[config.mk]
export PLATFORM = sky130hd
export DESIGN_NAME = adam_aes_stream_drv
export DESIGN_NICKNAME = d
export VERILOG_FILES = /design/src/rtl/adam_aes_drv_pkg.sv /design/src/rtl/adam_aes_stream_drv.sv
export SDC_FILE = /design/constraint.sdc
export NUM_CORES = 1
export LEC_CHECK = 0
export BUFFER_PORTS_ARGS = -buffer_cell sky130_fd_sc_hd__buf_2
export CAP_MARGIN = 20
export CORE_ASPECT_RATIO = 1.1
export CORE_UTILIZATION = 45
export DETAILED_ROUTE_END_ITERATION = 8
export GPL_ROUTABILITY_DRIVEN = 0
export PLACE_DENSITY = 0.69
export SLEW_MARGIN = 20
export SYNTH_ARGS = -nofsm -noshare
export SYNTH_HDL_FRONTEND = slang
export SYNTH_SLANG_ARGS = --single-unit
[constraint.sdc]
create_clock -name clk -period 3.05 [get_ports clk]
set_input_delay 0.1525 -clock clk [delete_from_list [all_inputs] [get_ports clk]]
set_output_delay 0.1525 -clock clk [all_outputs]
set_load 0.01 [all_outputs]
[src/rtl/adam_aes_drv_pkg.sv]
// Shared definitions for the ADAM AES stream driver: peripheral register
// offsets, register bit positions, fixed write values, word counts and the
// sequencer state encoding.
package adam_aes_drv_pkg;

  localparam int unsigned ADDR_W = 8;
  localparam int unsigned DATA_W = 32;

  // Peripheral register offsets
  localparam logic [ADDR_W-1:0] REG_CTRL   = 8'h00;
  localparam logic [ADDR_W-1:0] REG_STATUS = 8'h04;
  localparam logic [ADDR_W-1:0] REG_CONFIG = 8'h08;
  localparam logic [ADDR_W-1:0] REG_ER     = 8'h0C;
  localparam logic [ADDR_W-1:0] REG_IER    = 8'h10;
  localparam logic [ADDR_W-1:0] REG_KEY    = 8'h14;
  localparam logic [ADDR_W-1:0] REG_BLOCK  = 8'h18;
  localparam logic [ADDR_W-1:0] REG_RESULT = 8'h1C;

  // Register bit positions
  localparam int unsigned CTRL_START_BIT   = 0;
  localparam int unsigned CTRL_ENABLE_BIT  = 1;
  localparam int unsigned STATUS_READY_BIT = 0;
  localparam int unsigned ER_DONE_BIT      = 0;
  localparam int unsigned CFG_ENCDEC_BIT   = 0;
  localparam int unsigned CFG_KEYLEN_BIT   = 1;

  // Fixed write values
  localparam logic [DATA_W-1:0] CTRL_GO     = 32'h0000_0003;  // START | ENABLE
  localparam logic [DATA_W-1:0] ER_DONE_W1C = 32'h0000_0001;
  localparam logic [DATA_W-1:0] IER_DONE_EN = 32'h0000_0001;

  localparam int unsigned KEY_WORDS   = 8;
  localparam int unsigned BLOCK_WORDS = 4;

  typedef enum logic [3:0] {
    IDLE,
    CFG,
    KEY,
    BLK,
    WAIT_RDY,
    START,
    WAIT_DONE,
    CLR,
    RES,
    OUT
  } drv_state_e;

endpackage

[src/rtl/adam_aes_stream_drv.sv]
// Bus-master sequencer in front of the ADAM AES register peripheral.
// Turns a key/config handshake and a 128-bit input block stream into
// single-cycle register accesses, and returns each result on an output stream.
//
// Ports:
//   clk, reset_n                 clock, async active-low reset
//   cfg_valid/cfg_ready          key/config handshake (cfg_key, cfg_keylen, cfg_encdec)
//   in_valid/in_ready, in_block  input block stream
//   out_valid/out_ready          result stream (out_block)
//   busy, err                    not-idle flag, sticky timeout flag
//   aes_cs/aes_we/aes_address/aes_write_data   registered peripheral access
//   aes_read_data                combinational read data
//   aes_irq                      peripheral interrupt
//
// Build option: define AES_DRV_IRQ_EN to enable the DONE interrupt (IER write
// during config) and wait on aes_irq instead of polling ER.
module adam_aes_stream_drv
  import adam_aes_drv_pkg::*;
#(
  parameter int unsigned TIMEOUT_CYCLES = 1024
) (
  input  logic         clk,
  input  logic         reset_n,
  input  logic         cfg_valid,
  output logic         cfg_ready,
  input  logic [255:0] cfg_key,
  input  logic         cfg_keylen,
  input  logic         cfg_encdec,
  input  logic         in_valid,
  output logic         in_ready,
  input  logic [127:0] in_block,
  output logic         out_valid,
  input  logic         out_ready,
  output logic [127:0] out_block,
  output logic         busy,
  output logic         err,
  output logic         aes_cs,
  output logic         aes_we,
  output logic [7:0]   aes_address,
  output logic [31:0]  aes_write_data,
  input  logic [31:0]  aes_read_data,
  input  logic         aes_irq
);

  localparam int unsigned TW = $clog2(TIMEOUT_CYCLES + 1);
  localparam logic [TW-1:0] T_LAST = TW'(TIMEOUT_CYCLES - 1);

  drv_state_e state, state_nxt;
  logic [2:0]        wcnt, wcnt_nxt;
  logic [TW-1:0]     tcnt, tcnt_nxt;
  logic              err_nxt;
  logic              cs_nxt, we_nxt;
  logic [7:0]        addr_nxt;
  logic [31:0]       wdata_nxt;
  logic [7:0][31:0]  key_q;
  logic [3:0][31:0]  blk_q, blk_src, res_q;
  logic              done_evt;

`ifdef AES_DRV_IRQ_EN
  assign done_evt = aes_irq;
`else
  logic unused_irq;
  assign unused_irq = aes_irq;
  assign done_evt   = aes_read_data[ER_DONE_BIT];
`endif

  assign cfg_ready = (state == IDLE);
  assign in_ready  = (state == IDLE) && !cfg_valid;
  assign busy      = (state != IDLE);
  assign out_valid = (state == OUT);
  assign out_block = res_q;

  // The first BLOCK word goes out on the accept edge, before blk_q is loaded
  assign blk_src = (state == IDLE) ? in_block : blk_q;

  // Next state, counters, and the bus access to present in the next cycle
  always_comb begin
    state_nxt = state;
    wcnt_nxt  = wcnt;
    tcnt_nxt  = tcnt;
    err_nxt   = err;
    cs_nxt    = 1'b0;
    we_nxt    = 1'b0;
    addr_nxt  = '0;
    wdata_nxt = '0;

    case (state)
      IDLE: begin
        if (cfg_valid) begin
          state_nxt = CFG;
          wcnt_nxt  = '0;
          err_nxt   = 1'b0;
        end else if (in_valid) begin
          state_nxt = BLK;
          wcnt_nxt  = '0;
        end
      end
      CFG: begin
`ifdef AES_DRV_IRQ_EN
        if (wcnt == 3'd0) begin
          wcnt_nxt = 3'd1;
        end else begin
          state_nxt = KEY;
          wcnt_nxt  = '0;
        end
`else
        state_nxt = KEY;
        wcnt_nxt  = '0;
`endif
      end
      KEY: begin
        if (wcnt == 3'(KEY_WORDS - 1)) state_nxt = IDLE;
        else                           wcnt_nxt  = wcnt + 3'd1;
      end
      BLK: begin
        if (wcnt == 3'(BLOCK_WORDS - 1)) begin
          state_nxt = WAIT_RDY;
          tcnt_nxt  = '0;
        end else begin
          wcnt_nxt = wcnt + 3'd1;
        end
      end
      WAIT_RDY: begin
        if (aes_read_data[STATUS_READY_BIT]) begin
          state_nxt = START;
        end else if (tcnt == T_LAST) begin
          state_nxt = IDLE;
          err_nxt   = 1'b1;
        end else begin
          tcnt_nxt = tcnt + TW'(1);
        end
      end
      START: begin
        state_nxt = WAIT_DONE;
        tcnt_nxt  = '0;
      end
      WAIT_DONE: begin
        if (done_evt) begin
          state_nxt = CLR;
        end else if (tcnt == T_LAST) begin
          state_nxt = IDLE;
          err_nxt   = 1'b1;
        end else begin
          tcnt_nxt = tcnt + TW'(1);
        end
      end
      CLR: begin
        state_nxt = RES;
        wcnt_nxt  = '0;
      end
      RES: begin
        if (wcnt == 3'(BLOCK_WORDS - 1)) state_nxt = OUT;
        else                             wcnt_nxt  = wcnt + 3'd1;
      end
      OUT: begin
        if (out_ready) state_nxt = IDLE;
      end
      default: state_nxt = IDLE;
    endcase

    // Word index ~wcnt selects MSW first
    case (state_nxt)
      CFG: begin
        cs_nxt = 1'b1;
        we_nxt = 1'b1;
`ifdef AES_DRV_IRQ_EN
        if (wcnt_nxt != 3'd0) begin
          addr_nxt  = REG_IER;
          wdata_nxt = IER_DONE_EN;
        end else begin
          addr_nxt  = REG_CONFIG;
          wdata_nxt = {30'b0, cfg_keylen, cfg_encdec};
        end
`else
        addr_nxt  = REG_CONFIG;
        wdata_nxt = {30'b0, cfg_keylen, cfg_encdec};
`endif
      end
      KEY: begin
        cs_nxt    = 1'b1;
        we_nxt    = 1'b1;
        addr_nxt  = REG_KEY;
        wdata_nxt = key_q[~wcnt_nxt];
      end
      BLK: begin
        cs_nxt    = 1'b1;
        we_nxt    = 1'b1;
        addr_nxt  = REG_BLOCK;
        wdata_nxt = blk_src[~wcnt_nxt[1:0]];
      end
      WAIT_RDY: begin
        cs_nxt   = 1'b1;
        addr_nxt = REG_STATUS;
      end
      START: begin
        cs_nxt    = 1'b1;
        we_nxt    = 1'b1;
        addr_nxt  = REG_CTRL;
        wdata_nxt = CTRL_GO;
      end
      WAIT_DONE: begin
`ifndef AES_DRV_IRQ_EN
        cs_nxt   = 1'b1;
        addr_nxt = REG_ER;
`endif
      end
      CLR: begin
        cs_nxt    = 1'b1;
        we_nxt    = 1'b1;
        addr_nxt  = REG_ER;
        wdata_nxt = ER_DONE_W1C;
      end
      RES: begin
        cs_nxt   = 1'b1;
        addr_nxt = REG_RESULT;
      end
      default: ;
    endcase
  end

  // State, counters and registered bus outputs
  always_ff @(posedge clk or negedge reset_n) begin
    if (!reset_n) begin
      state          <= IDLE;
      wcnt           <= '0;
      tcnt           <= '0;
      err            <= 1'b0;
      aes_cs         <= 1'b0;
      aes_we         <= 1'b0;
      aes_address    <= '0;
      aes_write_data <= '0;
    end else begin
      state          <= state_nxt;
      wcnt           <= wcnt_nxt;
      tcnt           <= tcnt_nxt;
      err            <= err_nxt;
      aes_cs         <= cs_nxt;
      aes_we         <= we_nxt;
      aes_address    <= addr_nxt;
      aes_write_data <= wdata_nxt;
    end
  end

  // Payload capture: key and block on accept, result words during RES
  always_ff @(posedge clk or negedge reset_n) begin
    if (!reset_n) begin
      key_q <= '0;
      blk_q <= '0;
      res_q <= '0;
    end else begin
      if (state == IDLE && cfg_valid)              key_q <= cfg_key;
      if (state == IDLE && !cfg_valid && in_valid) blk_q <= in_block;
      if (state == RES)                            res_q[~wcnt[1:0]] <= aes_read_data;
    end
  end

endmodule

# Word-level counts from Yosys, hierarchy flattened

Cells that the tools add are included.

Output and inout bits: 175
Logic and storage cells: 110
Flip-flop bits (word level): 573
Input bits: 424

Muxes and demuxes: 35
Add/subtract/negate cells: 2
$lt $le $gt $ge: 4
Bitwise logic cells: 3
Equal/unequal tests: 25
Reductions and logical operators: 17

Operators with widths:

| operator                                                           | count |
|---|---|
| 32-bit case mux with 5 select lines                                | 1 |
| 128-bit bitwise mux                                                | 1 |
| 128-bit two-way mux                                                | 1 |
| 32-bit binary-select mux with 3-bit select                         | 1 |
| 32-bit two-way mux                                                 | 3 |
| 32-bit binary-select mux with 2-bit select                         | 1 |
| 32-bit demux with 2-bit select                                     | 1 |
| 4-bit case mux with 10 select lines                                | 1 |
| 4-bit two-way mux                                                  | 9 |
| 11-bit two-way mux                                                 | 3 |
| 11-bit case mux with 3 select lines                                | 1 |
| 4-bit by 3-bit == test with 1-bit output (second input constant)   | 8 |
| 5-bit case mux with 6 select lines                                 | 1 |
| 4-bit by 2-bit == test with 1-bit output (second input constant)   | 4 |
| 4-bit == test (second input constant)                              | 3 |
| 3-bit two-way mux                                                  | 4 |
| 3-bit case mux with 4 select lines                                 | 1 |
| 11-bit by 1-bit adder with 11-bit output (second input constant)   | 1 |
| 11-bit by 10-bit == test with 1-bit output (second input constant) | 1 |
| 4-bit by 1-bit == test with 1-bit output (second input constant)   | 2 |
| 2-bit inequality test (second input constant)                      | 4 |
| 4-bit AND reduction                                                | 2 |
| 2-bit OR reduction                                                 | 4 |
| 8-bit OR reduction                                                 | 1 |
| other kinds (18)                                                   | 27 |

# Depth between registers and ports, before layout

Word-level depth: 7
Depth in mapped cells: 13

# Least setup slack after synthesis

No wires, ideal clock.

Path type: reg-to-reg
Start: register wcnt[0]
End: register aes_write_data[18]
Data required time: 2.918 ns
Setup slack: 0.402 ns
Stages on the path, launching flop included: 13
Clock period less this slack: 2.648 ns
Data arrival time: 2.515 ns
Path buffers: 3
Cell sequence: dfrtp_1 -> ha_1 -> or2_2 -> o22a_1 -> o2bb2a_4 -> o22a_1 -> buf_4 -> buf_6 -> buf_2 -> mux2i_1 -> nand2_1 -> a32oi_1 -> o21ai_1

Word-level cells in the longest chain between the ends: 7
Elaborated cells between the ends (all ways): 24
Classes of those cells: add/sub: 1; eq/ne: 7; mux: 14; bitwise: 2

Ends and longest elaborated chain:

| what                                                                                                     | line                                                                               | text |
|---|---|---|
| start, declared                                                                                          | adam_aes_stream_drv.sv:49                                                          | `logic [2:0] wcnt, wcnt_nxt;` |
| start signal, assigned                                                                                   | adam_aes_stream_drv.sv:234                                                         | `wcnt <= wcnt_nxt;` |
| 3-bit by 1-bit adder with 3-bit output (tied with other cells)                                           | adam_aes_stream_drv.sv:113, adam_aes_stream_drv.sv:120, adam_aes_stream_drv.sv:153 |  |
| 3-bit two-way mux (on tied branches)                                                                     | n/a                                                                                |  |
| 3-bit case mux with 4 select lines                                                                       | adam_aes_stream_drv.sv:87                                                          | `case (state)` |
| 3-bit NOT or 2-bit NOT (tied branches)                                                                   | adam_aes_stream_drv.sv:183, adam_aes_stream_drv.sv:189                             |  |
| 32-bit binary-select mux with 3-bit select or 32-bit binary-select mux with 2-bit select (tied branches) | adam_aes_stream_drv.sv:183, adam_aes_stream_drv.sv:189                             |  |
| 32-bit two-way mux (on tied branches)                                                                    | adam_aes_stream_drv.sv:183, adam_aes_stream_drv.sv:189                             |  |
| 32-bit case mux with 5 select lines *                                                                    | adam_aes_stream_drv.sv:162                                                         | `case (state_nxt)` |
| named net wdata_nxt[18]                                                                                  | adam_aes_stream_drv.sv:54                                                          | `logic [31:0] wdata_nxt;` |
| end signal, assigned                                                                                     | adam_aes_stream_drv.sv:240                                                         | `aes_write_data <= wdata_nxt;` |
| end, declared                                                                                            | adam_aes_stream_drv.sv:40                                                          | `output logic [31:0] aes_write_data,` |

Mark *: on every way through the listed nets, which the timed path passes. The rest lies on a longest branch. The select of a mux whose other input is x is not followed.
A chain may end at the register's enable or synchronous reset.

# Final worst setup path

Start: register state[0]
End: register aes_write_data[6]

Word-level cells in the longest chain between the ends: 7
Elaborated cells between the ends (all ways): 36
Classes of those cells: eq/ne: 14; mux: 17; bitwise: 2; reduce/logical: 3

Ends and longest elaborated chain:

| what                                                                                                     | line                                                   | text |
|---|---|---|
| start, declared                                                                                          | adam_aes_stream_drv.sv:48                              | `drv_state_e state, state_nxt;` |
| start signal, assigned                                                                                   | adam_aes_stream_drv.sv:233                             | `state <= state_nxt;` |
| 4-bit == test (tied with other cells)                                                                    | adam_aes_stream_drv.sv:87                              |  |
| 2-bit OR reduction (no line)                                                                             | n/a                                                    |  |
| 3-bit case mux with 4 select lines                                                                       | adam_aes_stream_drv.sv:87                              |  |
| 3-bit NOT or 2-bit NOT (tied branches)                                                                   | adam_aes_stream_drv.sv:183, adam_aes_stream_drv.sv:189 |  |
| 32-bit binary-select mux with 3-bit select or 32-bit binary-select mux with 2-bit select (tied branches) | adam_aes_stream_drv.sv:183, adam_aes_stream_drv.sv:189 |  |
| 32-bit two-way mux (on tied branches)                                                                    | adam_aes_stream_drv.sv:183, adam_aes_stream_drv.sv:189 |  |
| 32-bit case mux with 5 select lines *                                                                    | adam_aes_stream_drv.sv:162                             |  |
| named net wdata_nxt[6]                                                                                   | adam_aes_stream_drv.sv:54                              |  |

Marks and branches as above.

==> results.txt <==
- Total gr overflow: 0
- Entering global routing, the biggest net connects 130 pins.
* Transition time at the pin with the least slew margin: 921.7 ps
- On the worst path, the slowest cell contributes a delay of 380 ps.
- Iter 0 DRT Violations: 1,262
- During I/O placement, the number of pins put on the boundary was 599.
* Final setup violation count: 0
- Maximum clock frequency: 340.5 MHz
- Clock-pin slew was measured on the worst setup and hold paths at 60 ps.
* Post-route non-filler standard cell count: 3,704
- The synthesized design contains 568 register bits.
- Gate family responsible for the most delay along the worst path: compound AO/OA/AOI/OAI gates
* Setup TNS: 0 ps
- Number of nets in the finished design: 3,332
- Initial antenna violation count: 19
- Hold timing on the final database bottoms out at a slack of 63.19 ps.
- VDD sags by at most 0.0006380 V.
* Switching power summed over all nets: 14.79 mW
* Wirelength per Cell: 23.47 um
- Of all nets on the critical path, the largest fanout is 31.
* TritonCTS clock tree: done
- Skew final: 35.57 ps
- Startpoint type of the worst setup path: register
- Counting cells, the worst reg-to-reg path comes to 11.
- RSZ-0062 raised after global routing: false
- Insertion delay to the later sink of the worst-skew pair: 630 ps
- Cell variety after synth: 62
- In this run the tool buffered the top-level ports with 592 buffer cells.
- At the worst endpoint, the arrival time is 3430 ps.
- Synth Warn #: 0
- Area of the placeable core: 55,070 sq um
- Of the total power, registers draw 0.331.
* Most frequently used flop master after synthesis: sky130_fd_sc_hd__dfrtp_1
- Summed over all cells, the static leakage comes to 17.05 nW.
- The worst hold path was traced through 5 stages.
* Pint: 24.29 mW
- The count of nets left with antenna violations once routing finished came out at 0.
* Number of buffers and inverters on the critical path: 4
- Number of iterations in the first detailed-routing pass: 5
- Dominant cell type by count on the critical path: sky130_fd_sc_hd__buf_4
- The clock tree synthesis step divided the H-tree into 2 levels.
- Async set-reset flop share out of synthesis: 1.000
- Critical-path cell with the highest stage delay: sky130_fd_sc_hd__dfrtp_1
* R2R Setup Slk: 110 ps
* Number of rows in the core area: 90
- Cell breakdown of the critical path: buf_4, or2_2, o221a_2, a21oi_2, o21ai_4, inv_8, buf_12, buf_4, mux4_2, a32oi_1, o21ai_1
* Stages on worst setup path: 11
- Number of maximum-capacitance violations: 0
* Status: finished, final reports clean
* Num Clock Sinks: 568
- The setup path with the least slack is of type reg -> reg.
* Comb power frac: 0.473
- Switching Share: 0.3784
* Number of flops mapped to enable cells by yosys: 0
- Filler cells: 3,870
- The tree is rooted in a sky130_fd_sc_hd__clkbuf_16.
- Worst Path Required: 3550 ps
- After detailed placement, the design holds a cell count of 3,162.
- Measured along the x axis, the die boundary spans 227.4 um.
- Area of the die: 56,830 sq um
- The worst setup path is captured at a register.
- The initial utilization of the core area, before any placement, comes to 0.4566.
- Worst setup margin: 112.9 ps
* Slew Viols, Final: 0
* GR Util All Layers: 0.3014
* Final cycle utilization of the critical path: 0.9630
- In the routed design, unresolved DRC markers number 0.
- In this run the tightest slew margin relative to its limit is 0.3855.
* Pre-CTS setup slack: 136.3 ps
- Vias/cell: 5.406
- Count of mapped cells out of synthesis: 1,847
* Avg Cell Area, Syn: 13.61 sq um
- The detailed router placed 20,023 vias in this run.
- The first global-routing pass estimated 129,000 um of wire.
- Once layout is complete, the utilization of the core stands at 0.6508.
- Via count of the first global-routing pass: 21,882
* Sequential element share of the synthesized area: 0.5653
* Clock Path Buffers: 3
- Post-detail-place hpwl: 58,820 um
- Clock network power share: 0.197
- Power per standard cell area: 1090 nW/um^2
- Synthesized area: 25,150 sq um
- Counting I/O delays and the setup requirement, the final critical path takes 2937 ps.
- Share of cells above drive strength 1: 0.4622
- Final-report hold violation count: 0
- Buffers inserted during clock tree synthesis total 56.
- Layout Area Growth over Synthesis: 42.52%
- Number of post-CTS setup repair buffers: 0
- Vertical extent of the die: 249.9 um
* WL final: 86,950 um
- Classification of the worst-slack hold path: in -> reg
==> per-stage QoR <==
stage	power, mW	instance area, sq um
2_1_floorplan	23.19	25160
3_3_place_gp	30.20	29520
3_5_place_dp	30.73	29520
4_1_cts	38.91	35780
5_1_grt	40.98	35830
6_report	39.08	35840
==> routing by layer <==
metal  global-route usage  wire (um)
met5                    0         27
met4               0.1521       4407
met3              0.06346       5484
met2               0.5451      45780
met1               0.3288      31240
==> worst paths after layout <==
check                               endpoint     start
max in group asynchronous  aes_write_data[4]   reset_n
max                        aes_write_data[6]  state[0]
min in group asynchronous      out_block[11]   reset_n
max reg2reg                aes_write_data[6]  state[0]
min                                 state[0]  in_valid
min reg2reg                          tcnt[8]   tcnt[8]
==> cells in the mapped netlist (2+ instances only) <==
cell | count | area, sq um
sky130_fd_sc_hd__nand4_1 | 6 | 37.54
sky130_fd_sc_hd__o21a_1 | 3 | 22.52
sky130_fd_sc_hd__nand2_1 | 209 | 784.5
sky130_fd_sc_hd__inv_1 | 10 | 37.54
sky130_fd_sc_hd__ha_1 | 5 | 62.56
sky130_fd_sc_hd__clkbuf_1 | 65 | 244.0
sky130_fd_sc_hd__a31oi_1 | 62 | 387.9
sky130_fd_sc_hd__a21oi_2 | 2 | 17.52
sky130_fd_sc_hd__and3_1 | 2 | 12.51
sky130_fd_sc_hd__buf_4 | 7 | 52.55
sky130_fd_sc_hd__a22oi_1 | 2 | 15.01
sky130_fd_sc_hd__nand3b_1 | 3 | 22.52
sky130_fd_sc_hd__nor4b_2 | 2 | 30.03
sky130_fd_sc_hd__nor3_1 | 3 | 15.01
sky130_fd_sc_hd__or2_2 | 5 | 31.28
sky130_fd_sc_hd__mux2_2 | 513 | 5777
sky130_fd_sc_hd__nor2b_1 | 5 | 31.28
sky130_fd_sc_hd__o21ai_1 | 29 | 145.1
sky130_fd_sc_hd__nand2b_1 | 7 | 43.79
sky130_fd_sc_hd__nor4bb_1 | 2 | 20.02
sky130_fd_sc_hd__o31ai_1 | 9 | 67.56
sky130_fd_sc_hd__mux4_2 | 29 | 653.1
sky130_fd_sc_hd__buf_1 | 20 | 75.07
sky130_fd_sc_hd__o21ai_0 | 15 | 75.07
sky130_fd_sc_hd__a21o_1 | 3 | 22.52
sky130_fd_sc_hd__o211ai_1 | 2 | 15.01
sky130_fd_sc_hd__a211oi_1 | 2 | 15.01
sky130_fd_sc_hd__nand3_1 | 8 | 40.04
sky130_fd_sc_hd__nor2_1 | 14 | 52.55
sky130_fd_sc_hd__a221oi_1 | 2 | 17.52
sky130_fd_sc_hd__a32oi_1 | 29 | 254.0
sky130_fd_sc_hd__a21oi_1 | 14 | 70.07
sky130_fd_sc_hd__dfrtp_1 | 568 | 14210
sky130_fd_sc_hd__a21boi_0 | 2 | 15.01
sky130_fd_sc_hd__buf_6 | 11 | 123.9
sky130_fd_sc_hd__mux2i_1 | 127 | 1271
sky130_fd_sc_hd__o22a_1 | 2 | 17.52
sky130_fd_sc_hd__buf_2 | 24 | 120.1
==> power by group through the flow <==
stage	logic, mW	registers (mW)	clock network, mW
after floorplan	10.5	12.7	0
after global placement	17.5	12.7	0
after detailed placement	17.8	12.9	0
after CTS	18.3	12.8	7.77
after global routing	19.6	13.3	8.09
final	18.5	12.9	7.68
==> worst register-to-register path: cells and delay by family, from the launching register on <==
family                 cells  cell delay, ps
flip-flops                 1             380
AND/OR/NAND/NOR            1             310
buffers and inverters      4             810
multiplexers               1             310
AO/OA/AOI/OAI              5            1010
==> sequential cells by signal, summed over array words and instances (netlist names) <==
register        flops
key_q             256
blk_q             128
out_block         128
aes_write_data     32
tcnt               11
state               4
aes_address         3
wcnt                3
aes_cs              1
aes_we              1
err                 1
==> cell usage in the layout (no fill, tap or decap), types with 8 or more instances in the layout <==
cell and count:
sky130_fd_sc_hd__a32oi_1 29, sky130_fd_sc_hd__a31oi_1 62, sky130_fd_sc_hd__clkbuf_8 15, sky130_fd_sc_hd__nand3_1 8
sky130_fd_sc_hd__dlygate4sd3_1 419, sky130_fd_sc_hd__mux2i_1 127, sky130_fd_sc_hd__nand2_1 208, sky130_fd_sc_hd__dfrtp_1 568
sky130_fd_sc_hd__clkbuf_16 57, sky130_fd_sc_hd__nor2_1 13, sky130_fd_sc_hd__buf_2 591, sky130_fd_sc_hd__mux2_2 513
sky130_fd_sc_hd__buf_12 17, sky130_fd_sc_hd__buf_4 92, sky130_fd_sc_hd__a21oi_1 14, sky130_fd_sc_hd__o21ai_1 29
sky130_fd_sc_hd__o31ai_1 9, sky130_fd_sc_hd__mux4_2 29, sky130_fd_sc_hd__inv_1 10, sky130_fd_sc_hd__clkbuf_1 13
sky130_fd_sc_hd__diode_2 19, sky130_fd_sc_hd__bufinv_16 10, sky130_fd_sc_hd__o21ai_0 15
==> timing repair <==
| item | 4_1_cts | 5_1_grt |
|---|---|---|
| setup endpoints to repair | 0 | 3 |
| hold endpoints to repair | 609 | 0 |
| gates resized for setup | 0 | 3 |
| hold buffers | 419 | 0 |
==> final cells by class <==
class                      instances  area [sq um]  area share
antenna                           19         47.55    0.001327
sequential                       568         14210      0.3966
timing repair buffer            1121          8209      0.2291
inverter                          12         57.56    0.001606
clock inverter                    19         385.4     0.01075
clock buffer                      85          1682     0.04692
multi-input combinational       1144         10320      0.2880
tap                              736         920.9     0.02570
==> cell families after synthesis <==
kind of cell | share of synthesized area
compound gates | 0.05210
fa+ha+maj | 0.002488
buf+inv | 0.02647
flops | 0.5653
mux | 0.3063
other cells | 0.0001491
simple gates | 0.04727
Note: power is estimated with default switching activity, not from simulation.
